**src/rtl/bram_search_engine_pkg.sv**
```systemverilog
// Shared types for the BRAM search engine: FSM state encoding and scan modes.
package search_pkg;

    typedef enum logic [1:0] {
        S_IDLE   = 2'd0,
        S_SCAN   = 2'd1,
        S_FINISH = 2'd2
    } state_t;

    localparam logic MODE_FIRST = 1'b0;
    localparam logic MODE_ALL   = 1'b1;

endpackage

```
**src/rtl/bram_search_engine_if.sv**
```systemverilog
// Host access and search control/result bundle for bram_search_engine.
interface bram_search_engine_if #(
    parameter int DATA_WIDTH = 8,
    parameter int ADDR_WIDTH = 4
);
    logic                  cs;
    logic                  we;
    logic                  oe;
    logic [ADDR_WIDTH-1:0] address;
    logic [DATA_WIDTH-1:0] din;
    logic [DATA_WIDTH-1:0] dout;
    logic                  start;
    logic [DATA_WIDTH-1:0] key;
    logic                  mode;
    logic                  busy;
    logic                  done;
    logic                  found;
    logic [ADDR_WIDTH-1:0] position;
    logic [ADDR_WIDTH:0]   match_count;

    modport master (
        output cs, we, oe, address, din, start, key, mode,
        input  dout, busy, done, found, position, match_count
    );

    modport slave (
        input  cs, we, oe, address, din, start, key, mode,
        output dout, busy, done, found, position, match_count
    );
endinterface

```
**src/rtl/bram_search_engine_sp_core.sv**
```systemverilog
// Single-port RAM with write enable and registered read enable; infers as block RAM.
module bram_sp_core #(
    parameter int DATA_WIDTH = 8,
    parameter int ADDR_WIDTH = 4
) (
    input  logic                  clk,
    input  logic                  we,
    input  logic                  re,
    input  logic [ADDR_WIDTH-1:0] addr,
    input  logic [DATA_WIDTH-1:0] wdata,
    output logic [DATA_WIDTH-1:0] rdata
);
    localparam int DEPTH = 2 ** ADDR_WIDTH;

    logic [DATA_WIDTH-1:0] mem [0:DEPTH-1];

    // No reset on the array or the read register so the tools map both into BRAM.
    always_ff @(posedge clk) begin
        if (we) begin
            mem[addr] <= wdata;
        end
        if (re) begin
            rdata <= mem[addr];
        end
    end
endmodule

```
**src/rtl/bram_search_engine.sv**
```systemverilog
// Block RAM with host port and a sequential key search (first-match or count-all).
module bram_search_engine #(
    parameter int DATA_WIDTH = 8,
    parameter int ADDR_WIDTH = 4
) (
    input  logic                 clk,
    input  logic                 rst,
    bram_search_engine_if.slave  bus
);
    import search_pkg::*;

    localparam int DEPTH = 2 ** ADDR_WIDTH;
    localparam logic [ADDR_WIDTH-1:0] LAST_ADDR = ADDR_WIDTH'(DEPTH - 1);
    localparam logic [ADDR_WIDTH:0]   ONE_WIDE  = {{ADDR_WIDTH{1'b0}}, 1'b1};

    state_t                state_reg, state_next;
    logic [DATA_WIDTH-1:0] key_reg;
    logic                  mode_reg;
    logic [ADDR_WIDTH:0]   scan_addr_reg;
    logic                  cmp_valid_reg;
    logic [ADDR_WIDTH-1:0] cmp_addr_reg;
    logic                  busy_reg;
    logic                  done_reg;
    logic                  found_reg;
    logic [ADDR_WIDTH-1:0] position_reg;
    logic [ADDR_WIDTH:0]   count_reg;
    logic                  sel_reg;
    logic [DATA_WIDTH-1:0] dout_hold_reg;

    logic                  idle, scanning, host_wr, host_rd, scan_issue, hit, last_cmp;
    logic                  ram_we, ram_re;
    logic [ADDR_WIDTH-1:0] ram_addr;
    logic [DATA_WIDTH-1:0] ram_rdata;

    assign idle       = (state_reg == S_IDLE);
    assign scanning   = (state_reg == S_SCAN);
    assign host_wr    = idle && bus.cs && bus.we && !bus.oe;
    assign host_rd    = idle && bus.cs && !bus.we && bus.oe;
    // The scan address has one spare bit so the read stream stops after DEPTH words.
    assign scan_issue = scanning && !scan_addr_reg[ADDR_WIDTH];
    assign hit        = cmp_valid_reg && (ram_rdata == key_reg);
    assign last_cmp   = cmp_valid_reg && (cmp_addr_reg == LAST_ADDR);

    assign ram_we   = host_wr;
    assign ram_re   = host_rd || scan_issue;
    assign ram_addr = scanning ? scan_addr_reg[ADDR_WIDTH-1:0] : bus.address;

    bram_sp_core #(
        .DATA_WIDTH(DATA_WIDTH),
        .ADDR_WIDTH(ADDR_WIDTH)
    ) u_core (
        .clk   (clk),
        .we    (ram_we),
        .re    (ram_re),
        .addr  (ram_addr),
        .wdata (bus.din),
        .rdata (ram_rdata)
    );

    always_ff @(posedge clk) begin
        if (rst) begin
            state_reg <= S_IDLE;
        end else begin
            state_reg <= state_next;
        end
    end

    always_comb begin
        state_next = state_reg;
        unique case (state_reg)
            S_IDLE:   if (bus.start) state_next = S_SCAN;
            S_SCAN:   if ((hit && mode_reg == MODE_FIRST) || last_cmp) state_next = S_FINISH;
            S_FINISH: state_next = S_IDLE;
            default:  state_next = S_IDLE;
        endcase
    end

    always_ff @(posedge clk) begin
        if (rst) begin
            key_reg       <= '0;
            mode_reg      <= MODE_FIRST;
            scan_addr_reg <= '0;
            cmp_valid_reg <= 1'b0;
            cmp_addr_reg  <= '0;
            busy_reg      <= 1'b0;
            done_reg      <= 1'b0;
            found_reg     <= 1'b0;
            position_reg  <= '0;
            count_reg     <= '0;
            sel_reg       <= 1'b0;
            dout_hold_reg <= '0;
        end else begin
            busy_reg <= (state_next == S_SCAN);
            done_reg <= (state_next == S_FINISH);
            unique case (state_reg)
                S_IDLE: begin
                    if (host_rd) begin
                        sel_reg <= 1'b1;
                    end
                    if (bus.start) begin
                        key_reg       <= bus.key;
                        mode_reg      <= bus.mode;
                        scan_addr_reg <= '0;
                        cmp_valid_reg <= 1'b0;
                        found_reg     <= 1'b0;
                        position_reg  <= '0;
                        count_reg     <= '0;
                    end
                end
                S_SCAN: begin
                    // Park the last host read value before the scan overwrites the RAM read register.
                    if (sel_reg) begin
                        dout_hold_reg <= ram_rdata;
                        sel_reg       <= 1'b0;
                    end
                    if (scan_issue) begin
                        scan_addr_reg <= scan_addr_reg + ONE_WIDE;
                    end
                    cmp_valid_reg <= scan_issue;
                    cmp_addr_reg  <= scan_addr_reg[ADDR_WIDTH-1:0];
                    if (hit) begin
                        count_reg <= count_reg + ONE_WIDE;
                        if (!found_reg) begin
                            found_reg    <= 1'b1;
                            position_reg <= cmp_addr_reg;
                        end
                    end
                end
                default: ;
            endcase
        end
    end

    assign bus.dout        = sel_reg ? ram_rdata : dout_hold_reg;
    assign bus.busy        = busy_reg;
    assign bus.done        = done_reg;
    assign bus.found       = found_reg;
    assign bus.position    = position_reg;
    assign bus.match_count = count_reg;
endmodule

```
**src/flat_wrapper.sv**
```systemverilog
// flat-port wrapper written by rule: the top's interface ports become plain ports
module bram_search_engine_flat import search_pkg::*;
#(
    parameter int DATA_WIDTH = 8,
    parameter int ADDR_WIDTH = 4
)
  (clk, rst, bus_cs, bus_we, bus_oe, bus_address, bus_din, bus_start, bus_key, bus_mode, bus_dout, bus_busy, bus_done, bus_found, bus_position, bus_match_count);
  bram_search_engine_if #(.DATA_WIDTH(DATA_WIDTH), .ADDR_WIDTH(ADDR_WIDTH)) bus_i ();
  input  logic clk;
  input  logic rst;
  input wire logic [$bits(bus_i.cs)-1:0] bus_cs;
  input wire logic [$bits(bus_i.we)-1:0] bus_we;
  input wire logic [$bits(bus_i.oe)-1:0] bus_oe;
  input wire logic [$bits(bus_i.address)-1:0] bus_address;
  input wire logic [$bits(bus_i.din)-1:0] bus_din;
  input wire logic [$bits(bus_i.start)-1:0] bus_start;
  input wire logic [$bits(bus_i.key)-1:0] bus_key;
  input wire logic [$bits(bus_i.mode)-1:0] bus_mode;
  output wire logic [$bits(bus_i.dout)-1:0] bus_dout;
  output wire logic [$bits(bus_i.busy)-1:0] bus_busy;
  output wire logic [$bits(bus_i.done)-1:0] bus_done;
  output wire logic [$bits(bus_i.found)-1:0] bus_found;
  output wire logic [$bits(bus_i.position)-1:0] bus_position;
  output wire logic [$bits(bus_i.match_count)-1:0] bus_match_count;
  assign bus_i.cs = bus_cs;
  assign bus_i.we = bus_we;
  assign bus_i.oe = bus_oe;
  assign bus_i.address = bus_address;
  assign bus_i.din = bus_din;
  assign bus_i.start = bus_start;
  assign bus_i.key = bus_key;
  assign bus_i.mode = bus_mode;
  assign bus_dout = bus_i.dout;
  assign bus_busy = bus_i.busy;
  assign bus_done = bus_i.done;
  assign bus_found = bus_i.found;
  assign bus_position = bus_i.position;
  assign bus_match_count = bus_i.match_count;
  bram_search_engine #(.DATA_WIDTH(DATA_WIDTH), .ADDR_WIDTH(ADDR_WIDTH)) u_core (.clk(clk), .rst(rst), .bus(bus_i));
endmodule
```
**config.mk**
```make
export PLATFORM = sky130hd
export DESIGN_NAME = bram_search_engine_flat
export DESIGN_NICKNAME = d
export VERILOG_FILES = /design/src/rtl/bram_search_engine_pkg.sv /design/src/rtl/bram_search_engine_if.sv /design/src/rtl/bram_search_engine_sp_core.sv /design/src/rtl/bram_search_engine.sv /design/src/flat_wrapper.sv
export SDC_FILE = /design/constraint.sdc
export NUM_CORES = 1
export LEC_CHECK = 0
export CAP_MARGIN = 20
export CORE_UTILIZATION = 40
export CTS_BUF_LIST = sky130_fd_sc_hd__clkbuf_8 sky130_fd_sc_hd__clkbuf_16
export DETAILED_ROUTE_END_ITERATION = 10
export GPL_ROUTABILITY_DRIVEN = 0
export MAX_ROUTING_LAYER = met4
export RECOVER_POWER = 100
export SLEW_MARGIN = 10
export SYNTH_ARGS = -nofsm -noshare
export SYNTH_HDL_FRONTEND = slang
export SYNTH_SLANG_ARGS = --single-unit
```
**constraint.sdc**
```tcl
create_clock -name clk -period 2.8 [get_ports clk]
set_input_delay 0.56 -clock clk [delete_from_list [all_inputs] [get_ports clk]]
set_output_delay 0.56 -clock clk [all_outputs]
set_load 0.02 [all_outputs]
```
After elaboration in Yosys (flattened, before gate mapping)
Memory sizes are Yosys's and may differ from the RTL's. A register that Yosys moved wholly into a read port is not among the register bits.
Cells that the tools add are included.

operators by class
  add/sub/neg operators = 2
  equal/unequal tests = 10
  multiplexer cells = 22
  bitwise logic cells = 1
  reduce and logical (&&, ||, !) cells = 22

operators with widths
  kind                                            number
  one-hot mux 5 bit (2 select lines)              2
  2-to-1 mux 4 bit                                4
  2-to-1 mux 5 bit                                3
  adder 5 x 1 -> 5 bit (second input constant)    2
  inequality test 2 bit (second input constant)   5
  logical AND 1 bit                               9
  == test 8 bit                                   1
  2-to-1 mux 8 bit                                1
  one-hot mux 4 bit (2 select lines)              1
  one-hot mux 1 bit (2 select lines)              3
  AND reduction 2 bit                             3
  AND reduction 3 bit                             2
  2-to-1 mux 1 bit                                5
  == test 2 x 1 -> 1 bit (second input constant)  2
  == test 4 bit (second input constant)           1
  2-to-1 mux 2 bit                                2
  one-hot mux 2 bit (2 select lines)              1
  AND reduction 4 bit                             1
  logical NOT 1 bit                               3
  == test 2 bit (second input constant)           1
  logical NOT 2 bit                               1
  logical OR 1 bit                                2
  nonzero test 2 bit                              1
  inverter 1 bit                                  1

word-level totals
  flip-flop bits (word level) = 42
  memory bits (writable) = 128
  output and inout port bits = 20
  logic and storage cells = 71
  memories = 1

memories
  memory             depth  bits a word  rd ports  clocked after Yosys merged registers in  write ports  line                              source
  u_core.u_core.mem  16     8            1         1                                        1            bram_search_engine_sp_core.sv:15  logic [DATA_WIDTH-1:0] mem [0:DEPTH-1];

Depth between registers and ports, before layout
  word-level depth = 7
  mapped depth = 8

By module
From an unflattened synthesis, not the netlist that was laid out.

second synthesis, totals
  cell total of the unflattened synthesis = 458
  area, all modules = 7008.0 µm²

modules (own cells, without submodules)
  module              times used  cells each  area each (µm²)  sequential area each (µm²)
  bram_sp_core        1           230         5147.4           4083.9
  bram_search_engine  1           228         1860.5           840.8

Least setup slack after synthesis
OpenSTA, ideal clock, no wires.

  kind = flip-flop to flip-flop
  start point = register u_core.scan_addr_reg[0]
  end point = memory u_core.u_core.mem[4][0] (enable)
  setup time = 0.385 ns
  arrival time = 2.036 ns
  required time = 2.415 ns
  setup slack = 0.379 ns
  cell stages (with the launch flop) = 5
  buffers on the path = 1
  path through = dfxtp_1 > or4b_1 > o31ai_2 > clkbuf_1 > nor3b_1

between the ends
  cells in the longest elaborated chain, start to end = 1

RTL lines
  element                 line                              source
  from (decl)             bram_search_engine.sv:19          logic [ADDR_WIDTH:0] scan_addr_reg;
  from (signal assigned)  bram_search_engine.sv:117         scan_addr_reg <= scan_addr_reg + ONE_WIDE;
  2-to-1 mux 4 bit        bram_search_engine.sv:46          assign ram_addr = scanning ? scan_addr_reg[ADDR_WIDTH-1:0] : bus.address;
  to (decl)               bram_search_engine_sp_core.sv:15

Every way passes these cells.

Worst setup path in the final report
  start point = register u_core.sel_reg
  end point = output port bus_dout[1]

between the ends
  cells in the longest elaborated chain, start to end = 1

RTL lines
  element                 line                       source
  from (decl)             bram_search_engine.sv:27   logic sel_reg;
  from (signal assigned)  bram_search_engine.sv:90   sel_reg <= 1'b0;
  from (signal assigned)  bram_search_engine.sv:98   sel_reg <= 1'b1;
  from (signal assigned)  bram_search_engine.sv:114  sel_reg <= 1'b0;
  2-to-1 mux 8 bit        bram_search_engine.sv:134  assign bus.dout = sel_reg ? ram_rdata : dout_hold_reg;
  to (decl)               flat_wrapper.sv:19         output wire logic [$bits(bus_i.dout)-1:0] bus_dout;

Every way passes these cells.

==> flow_summary.yaml <==
run_status:
  status: "finished, final reports clean"
clock_tree:
  cts_resized: 0
  cts_buffer_depth: 2
  htree_levels: 4
  cts-root-buf: "clkbuf_16"
  clock_latency_ns: 0.43
  hold_buffers: 0
  cts_tree: "done"
  post_cts_buffers: 0
  numCtsBuffers: 17
  numClockSinks: 178
  path_clk_slew_ns: 0.07
logic_synthesis:
  ys_ff_latch: 178
  synth_cell_types: 45
  synth-edff-count: 136
  syn-num-nets: 558
  synth.yosys.seq_area_share: 0.697
  postSynthCellCount: 529
  synth_flop_cell: "edfxtp_1"
  synth_area_um2: 7070
  yosysTopAreaCell: "edfxtp_1"
  synth_top_cell_area_share: 0.578
  ys_warn_count: 0
  ys_top_cells_by_area: "edfxtp_1, dfxtp_1, a22oi_1"
  synthArstFlopShare: 0
  syn_area_per_cell_um2: 13.4
die:
  core_area_um2: 17300
  die_w_um: 135
  start_util: 0.408
  die-area_um2: 18200
  placementRows: 48
  die_height_um: 135
  io_pins: 47
drt:
  via_count: 4621
  routed_wl_um: 16500
  wl_per_cell_um: 19.7
  vias_per_cell: 5.52
  firstDrtPassIters: 5
  antenna_left: 0
  drtIter0Drc: 371
  drc: 0
timing:
  fin_setup_tns_ns: 0
  worst_slack_ns: 0.176
  clock-skew-final_ns: 0.00874
  final.period_utilization: 0.937
  relSlewSlack: 0.249
  rsz0062_at_grt: "false"
  post-route-min-period_ns: 2.62
  setup_viol: 0
  fmax_mhz: 381
  worst_pin_slew_ns: 1.13
  finalMaxSlewViolations: 0
  hold_viol: 0
cells_and_area:
  fillCellCount: 1520
  drive_above_1_share: 0.108
  area_growth_pct: 19.8
  final_cell_mix: "edfxtp_1, a22oi_1, a21oi_1"
  register_area_um2: 4920
  nNetsFinal: 628
  final_common_cell: "edfxtp_1"
  utilization: 0.489
  largest_reg_flops: 128
  num_antenna_cells: 0
  top_register: "u_core.u_core.mem"
  multiInputGateArea_um2: 1950
placed_design:
  place_ws_ns: 0.0970
  numPortBuffers: 46
  dp_hpwl_um: 11000
worst_setup_path:
  crit_arrival_ns: 2.06
  crit_path_top_delay_cell: "dlygate4sd3_1"
  r2r_slack_ns: 0.25
  path_class: "flip-flop to output port"
  crit-reg2reg-launch: "u_core.state_reg[0]"
  startpoint_type: "flip-flop"
  max_stage_delay_ns: 0.66
  cp_max_fo: 9
  reg2reg_to: "u_core.u_core.mem[4][1]"
  crit_end: "bus_dout[1]"
  crit_chain: "mux2_2 > dlygate4sd3_1"
  required_ns: 2.24
  reg2reg_depth: 5
  crit_path_end_kind: "output port"
  critPathLaunch: "u_core.sel_reg"
pwr:
  power_density_nw_per_um2: 681
  peakVddDrop_uv: 430
  p_total_mw: 5.76
  p_leak_nw: 2.74
grt:
  overflow: 0
  grt_pass1_vias: 4502
  grt_first_pass_wirelength_um: 25300
  antenna_found_initial: 0
  grt_max_degree: 48
  grt_usage: 0.195
flow_run:
  cap_violations: 0
worst_hold_path:
  holdCritPathClass: "flip-flop to flip-flop"
[report_power, final]
group / leakage (nW) / switching, mW / internal (mW)
Sequential: 1.57 / 0.0393 / 2.89
Clock: 0.287 / 1.08 / 1.27
Combinational: 0.886 / 0.294 / 0.188
Total: 2.74 / 1.41 / 4.35
[area by class of cell]
| cell class | count | share of cell area |
|---|---|---|
| multi-input cells | 314 | 0.230 |
| repair buffers | 82 | 0.0815 |
| clock buffers | 17 | 0.0503 |
| flip-flops and latches | 178 | 0.582 |
| well taps | 225 | 0.0333 |
| clock inverters | 15 | 0.0203 |
| inverters | 6 | 0.00266 |
[Yosys cell counts, types with 4 or more instances]
cell type    n
buf_6        4
edfxtp_1   136
clkbuf_1    16
nand2b_1    12
nand2_1     35
mux2_2       9
inv_1        6
nand3_1      5
nor3b_1     12
buf_2        8
a31oi_1      7
o21ai_1      4
nor2_1      40
a21oi_1     50
or4_1        8
dfxtp_1     42
o21ai_0      5
nor3_1      20
a22oi_1     65
xnor2_1      7
[metrics by stage]
step / hold WS, ns / cells / cell area [um^2]
global placement: 0.445 / 805 / 8000
global route: 0.474 / 837 / 8460
CTS: 0.456 / 837 / 8590
finish: 0.457 / 837 / 8460
detailed placement: 0.446 / 805 / 8000
floorplan: 0.436 / 529 / 7070
[critical path: cells and delay by family (launching register included)]
kind / cells / cell delay (ns)
flops: 1 / 0.57
buf+inv: 1 / 0.66
mux: 1 / 0.41
[logic make-up (layout without fill, tap and decap cells)]
kind of cell             Yosys count  in the layout  synth area share
flip-flops                       178            178             0.697
AND/OR/NAND/NOR                  148            148             0.108
AO/OA/AOI/OAI                    147            147             0.141
buffers and inverters             37            120            0.0259
multiplexers                      10             10            0.0163
XOR/XNOR                           7              7           0.00868
adder cells (fa/ha/maj)            2              2           0.00354
[metal layers]
layer / share of wire / wire length (um) / GRT usage
met1: 0.44 / 7170 / 0.242
met2: 0.49 / 8100 / 0.319
met3: 0.063 / 1040 / 0.0507
met4: 0.0092 / 151 / 0.0487
met5: 0 / 0 / -
[worst min path at each step]
stage / cells after the start / to / slack [ns] / start
6_report: 2 / u_core.mode_reg / 0.46 / u_core.mode_reg
5_1_grt: 2 / u_core.mode_reg / 0.47 / u_core.mode_reg
4_1_cts: 2 / u_core.mode_reg / 0.46 / u_core.mode_reg
3_5_place_dp: 2 / u_core.mode_reg / 0.45 / u_core.mode_reg
3_3_place_gp: 2 / u_core.mode_reg / 0.45 / u_core.mode_reg
2_1_floorplan: 2 / u_core.key_reg[5] / 0.44 / u_core.key_reg[5]
Power figures use the tool's default switching activity.
